==> src/rtl/mem_port_arbiter.sv <==
// mem_port_arbiter: shares one memory port between fetch and data requesters.
// Define ARB_ROUND_ROBIN_EN for round-robin grants instead of data priority.
module mem_port_arbiter #(
  parameter int AW  = 32,
  parameter int DW  = 32,
  parameter int TMO = 16
) (
  input  logic          clk,
  input  logic          rst,
  input  logic          if_req,
  input  logic [AW-1:0] if_addr,
  input  logic          d_req,
  input  logic          d_we,
  input  logic [AW-1:0] d_addr,
  input  logic [DW-1:0] d_wdata,
  output logic          if_done,
  output logic          d_done,
  output logic [DW-1:0] rdata,
  output logic          mem_en,
  output logic          mem_we,
  output logic [AW-1:0] mem_addr,
  output logic [DW-1:0] mem_wdata,
  input  logic          mem_ready,
  input  logic [DW-1:0] mem_rdata,
  output logic          sel,
  output logic          busy,
  output logic          err
);

  typedef enum logic [1:0] {
    IDLE    = 2'd0,
    BUSY_IF = 2'd1,
    BUSY_D  = 2'd2
  } state_e;

  state_e     state_q, state_d;
  logic       sel_q, sel_d;
  logic [7:0] cnt_q, cnt_d;
  logic       grant;
  logic       pick_d;
  logic       other_req;
  logic       tmo_hit;

`ifdef ARB_ROUND_ROBIN_EN
  // ptr_q = 1 means fetch was served last
  logic ptr_q, ptr_d;

  assign pick_d = d_req && (!if_req || ptr_q);
  assign ptr_d  = grant ? !sel_d : ptr_q;

  always_ff @(posedge clk) begin
    if (!rst) begin
      ptr_q <= 1'b0;
    end else begin
      ptr_q <= ptr_d;
    end
  end
`else
  assign pick_d = d_req;
`endif

  assign busy      = (state_q != IDLE);
  assign other_req = sel_q ? if_req : d_req;
  assign tmo_hit   = busy && (cnt_q == 8'(TMO - 1));

  always_comb begin
    state_d = state_q;
    sel_d   = sel_q;
    cnt_d   = cnt_q;
    grant   = 1'b0;
    unique case (state_q)
      IDLE: begin
        if (if_req || d_req) begin
          grant = 1'b1;
          sel_d = pick_d;
        end
      end
      BUSY_IF, BUSY_D: begin
        if (mem_ready) begin
          if (other_req) begin
            grant = 1'b1;
            sel_d = !sel_q;
          end else begin
            state_d = IDLE;
          end
        end else if (tmo_hit) begin
          state_d = IDLE;
        end else begin
          cnt_d = cnt_q + 8'd1;
        end
      end
      default: state_d = IDLE;
    endcase
    if (grant) begin
      state_d = sel_d ? BUSY_D : BUSY_IF;
      cnt_d   = '0;
    end
  end

  always_ff @(posedge clk) begin
    if (!rst) begin
      state_q <= IDLE;
      sel_q   <= 1'b0;
      cnt_q   <= '0;
    end else begin
      state_q <= state_d;
      sel_q   <= sel_d;
      cnt_q   <= cnt_d;
    end
  end

  assign mem_en    = busy;
  assign sel       = sel_q;
  assign mem_we    = (state_q == BUSY_D) && d_we;
  assign mem_wdata = (state_q == BUSY_D) ? d_wdata : '0;
  assign mem_addr  = (state_q == BUSY_D)  ? d_addr  :
                     (state_q == BUSY_IF) ? if_addr : '0;
  assign rdata     = mem_rdata;

  // pulses are suppressed while reset is asserted so an aborted access stays silent
  assign if_done = rst && (state_q == BUSY_IF) && mem_ready;
  assign d_done  = rst && (state_q == BUSY_D) && mem_ready;
  assign err     = rst && tmo_hit && !mem_ready;

endmodule

==> config.mk <==
export PLATFORM = sky130hd
export DESIGN_NAME = mem_port_arbiter
export DESIGN_NICKNAME = d
export VERILOG_FILES = /design/src/rtl/mem_port_arbiter.sv
export SDC_FILE = /design/constraint.sdc
export NUM_CORES = 1
export LEC_CHECK = 0
export CORE_AREA = 5 5 89 91
export DETAILED_ROUTE_END_ITERATION = 6
export DIE_AREA = 0 0 94 96
export HOLD_SLACK_MARGIN = 0.06
export PLACE_DENSITY = 0.78
export SYNTH_ARGS = -nofsm -noshare
export SYNTH_HDL_FRONTEND = slang
export SYNTH_SLANG_ARGS = --single-unit
==> constraint.sdc <==
create_clock -name clk -period 3 [get_ports clk]
set_input_delay 0.6 -clock clk [delete_from_list [all_inputs] [get_ports clk]]
set_output_delay 0.6 -clock clk [all_outputs]
set_load 0.01 [all_outputs]
* Word level (Yosys, flattened, before mapping)
Cells that the tools add are included.
Word-level totals: memories 0, register bits after elaboration 11, bits in read-only memories 0, RAM bits 0, input bits 134, bits in latches 0
Cells by class: add/subtract/negate cells 1, equality and inequality tests 6, reductions and logical operators 17, muxes and demuxes 18, $lt $le $gt $ge 0, div/mod/pow operators 0, bitwise logic cells 3, shift-type cells 0, $mul 0
Operators with widths (number):
- $mux W32 | 3
- $mux W2 | 5
- $add A8 B1 Y8 const B | 1
- $eq A8 B4 Y1 const B | 1
- $logic_and A1 B1 Y1 | 8
- $ne A4 B4 Y1 const B | 2
- $mux W1 | 7
- $reduce_and A3 Y1 | 2
- $pmux W1 S2 | 2
- $pmux W2 S2 | 1
- $reduce_or A2 Y1 | 2
- $not A1 Y1 | 3
- $eq A2 B1 Y1 const B | 1
- $eq A2 B2 Y1 const B | 1
- $logic_not A1 Y1 | 2
- $logic_not A2 Y1 | 1
- $ne A2 B2 Y1 const B | 1
- $reduce_bool A2 Y1 | 1
- $logic_or A1 B1 Y1 | 1

* Longest topological paths before layout
Gate-level depths: netlist of the first run.
word-level depth 6, depth in mapped cells 7

* Least setup slack after synthesis of the first run
Ideal clock, no wire load.
path kind flip-flop to output port, start register state_q[0], end output port err, stages on the path, launching flop included 6, path slack 998 ps, data arrival time 1402 ps, cells stage by stage dfxtp_1 > inv_1 > ha_1 > nor4b_2 > nand3_1 > nor3_1
Between the ends: cells in the longest elaborated chain, start to end 4
Ends and longest elaborated chain:
- from (decl) | line 36 | state_e state_q, state_d;
- from (signal assigned) | line 106 | state_q <= state_d;
- $reduce_bool A2 Y1 | line 62 | assign busy = (state_q != IDLE);
- $logic_and A1 B1 Y1 | line 64 | assign tmo_hit = busy && (cnt_q == 8'(TMO - 1));
- $logic_and A1 B1 Y1 (2 in series) | line 123 | assign err = rst && tmo_hit && !mem_ready;
- to (decl) | line 27 | output logic err
Every way passes these cells.

* Final worst setup path of the first run
start register state_q[1], end output port err
The elaborated chain is that of the path after synthesis.

==> results.py, run 1 <==
metrics = {
    "clock_tree": {
        "cts_max_level": 1,
        "numCtsBuffers": 3,
        "cts_sinks": 11,
        "insertion_delay_ns": 0.24,
        "clockBufferDepth": 2,
        "cts_resized": 1,
        "cts_setup_buffers": 0,
        "cts_tree": "built",
        "clk_pin_slew_ns": 0.05,
        "hold_buffers": 0,
        "root_buffer": "clkbuf_8",
    },
    "run_status": {
        "outcome": "complete, no violations",
    },
    "setup_path": {
        "arrival_ns": 2.25,
        "rr_startpoint": "state_q[1]",
        "critical_path_required_ns": 2.40,
        "crit_chain": "inv_1 -> ha_2 -> nor4b_4 -> nand3_1 -> nor3_2 -> clkdlybuf4s50_1",
        "critPathMaxFanout": 5,
        "start_kind": "flip-flop",
        "r2r_end": "cnt_q[4]",
        "slowest_delay_ns": 0.58,
        "crit_type": "flip-flop to output port",
        "cp_num_cells": 6,
        "reg2reg_slack_ns": 1.14,
        "endpoint_kind": "output port",
        "critPathBufInv": 2,
        "path_delay_family": "simple AND/OR/NAND/NOR gates",
        "reg2reg_depth": 6,
        "crit_slowest_cell": "clkdlybuf4s50_1",
    },
    "min_path": {
        "hp-start": "state_q[1]",
        "whs_path_depth": 2,
        "hp-class": "flip-flop to flip-flop",
        "hold_end": "state_q[1]",
    },
    "timing": {
        "slew_violations": 0,
        "fin_worst_skew_ns": 0.00515,
        "fmax_ghz": 0.351,
        "whs_ns": 0.511,
        "min_period_over_period_pct": 94.9,
        "slew-limit-headroom_pct": 66.8,
        "rsz0062_at_grt": "no",
        "hold_viol": 0,
        "fin_ws_ns": 0.153,
        "period_needed_ns": 2.85,
        "finalSetupViolCount": 0,
        "fin_tns_setup_ns": 0,
        "worst_slew_pin_slew_ns": 0.492,
    },
    "yosys": {
        "ys_seq_area_share_pct": 15.0,
        "ys_top_cells_by_area": "a22o_1 (18%), buf_4 (17%), dfxtp_1 (15%), and2_1 (14%), ha_1 (4.3%)",
        "async_flop_share_pct": 0,
        "synth_nets": 326,
        "synth_edf_count": 0,
        "synth.distinct_cells": 33,
        "synth_cells": 187,
        "synth-seq-cells": 11,
        "yosysWarnings": 0,
        "syn-cell-area_um2": 1470,
        "syn_area_per_cell_um2": 7.86,
        "synthFlopType": "dfxtp_1",
        "synth_top_cell_area_share_pct": 18.5,
        "yosys.area.top_type": "a22o_1",
    },
    "drt": {
        "dr.pass1.iters": 4,
        "wirelength_mm": 8.34,
        "drtAntennaViolNets": 0,
        "drt_iter0_markers": 74,
        "wl_per_cell_um": 19.8,
        "num_vias": 1887,
        "drc": 0,
        "viasPerCell": 4.48,
    },
    "finish": {
        "area_growth_syn_to_layout_pct": 112,
        "fin_nets": 462,
        "diodes": 0,
        "drive_gt1_share_pct": 6.21,
    },
    "power": {
        "ir_drop_mv": 0.180,
        "power.density_nw_per_um2": 463,
        "p_leak_nw": 1.15,
    },
    "floorplanning": {
        "start_util_pct": 20.8,
        "rows": 31,
        "core_area_um2": 7060,
        "die_w_um": 94,
        "pin_count": 237,
        "dieArea_um2": 9020,
        "die_h_um": 96,
    },
    "global_routing": {
        "antenna_found_initial": 0,
        "grt_max_degree": 35,
        "grt_pass1_wl_mm": 11.5,
        "groute.usage.overall_pct": 16.8,
        "grt-ovfl-total": 0,
        "grt_pass1_vias": 1979,
    },
    "place": {
        "gp_congestion": 0.863,
        "io_buffers": 172,
        "dpl.hpwl_mm": 6.93,
        "dp_slack_ns": 0.228,
    },
    "job": {
        "drv_cap": 0,
    },
}
-- cells by family (layout without fill, tap and decap cells) --
logic type,Yosys count,count (layout),share of synthesized area (%)
muxes,3,3,2.73
adders and majority gates,5,5,4.26
buffers and inverters,49,184,21.6
AOI/OAI and AO/OA,41,41,23.8
xor gates and xnor gates,5,5,2.98
DFF,11,11,15.0
and+or+nand+nor,73,73,29.7
-- cells in the mapped netlist (all sizes together) (2+ instances only) --
cell type and count:
buf 35, nor2b 3, a31oi 3, xor2 4
nand3 7, dfxtp 11, clkbuf 10, o21ai 3
nand2 7, a22o 31, nand2b 2, mux2 2
inv 4, nor3 3, nor2 10, ha 5
and3 3, and2 34
-- area by class of cell --
| class | count | area [µm²] |
|---|---|---|
| Tap cell | 99 | 124 |
| Sequential cell | 11 | 220 |
| Multi-Input combinational cell | 127 | 953 |
| Inverter | 4 | 15.0 |
| Fill cell | 707 | 3950 |
| Clock buffer | 3 | 41.3 |
| Timing Repair Buffer | 176 | 1750 |
| Clock inverter | 1 | 5.00 |
-- worst reg2reg max path: cells and delay by family (launching register included) --
| family | cells | cell delay, ns |
|---|---|---|
| AOI/OAI and AO/OA | 1 | 0.10 |
| adders and majority gates | 1 | 0.40 |
| buffers and inverters | 1 | 0.09 |
| DFF | 1 | 0.37 |
| and+or+nand+nor | 3 | 0.75 |
-- worst max path at each step --
stage                from  end
2_1_floorplan  state_q[0]  err
3_3_place_gp    mem_ready  err
3_5_place_dp    mem_ready  err
4_1_cts        state_q[0]  err
5_1_grt        state_q[1]  err
6_report       state_q[1]  err
-- flip-flops by register name, summed over array words and instances (netlist names) --
register and flops:
sel 1, state_q 2, cnt_q 8
-- metal layers --
metal / routed length (µm) / GRT usage (%) / vias up
met2: 3560 / 25.4 / 133
met5: 0 / 0 / -
li1: - / - / 889
met3: 1690 / 14.5 / 7
met1: 3040 / 18.3 / 858
met4: 42 / 2.29 / 0
-- metrics by stage --
stage               instance area (µm²)  power (mW)  instances  util [%]
detailed placement                 3050        1.28        417      43.2
global placement                   3050        1.28        417      43.2
global route                       3110        1.52        421      44.1
CTS                                3100        1.44        421      43.9
finish                             3110        1.44        421      44.1
floorplan                          1470       0.723        187         -
-- power by group --
group          internal [mW]  switching (mW)  leakage (nW)
sequential             0.163          0.0184        0.0892
combinational          0.636           0.473          1.04
clock                 0.0915          0.0596        0.0255
-- layout by cell type (no fill, tap or decap), drive strengths merged, types with 4 or more instances in the layout --
cell type	synthesis	final
a22o	31	31
and2	34	34
buf	35	4
clkdlybuf4s50	0	172
dfxtp	11	11
ha	5	5
inv	4	4
nand2	7	7
nand3	7	7
nor2	10	10
xor2	4	4
(Power assumes the default switching activity.)
==> inputs of run 2 (changes only) <==
CAP_MARGIN = 10   (was unset)
SLEW_MARGIN = 5   (was unset)
==> results of run 2 <==
Same layout as run 1: the final DEF is identical, and so are final timing and power.
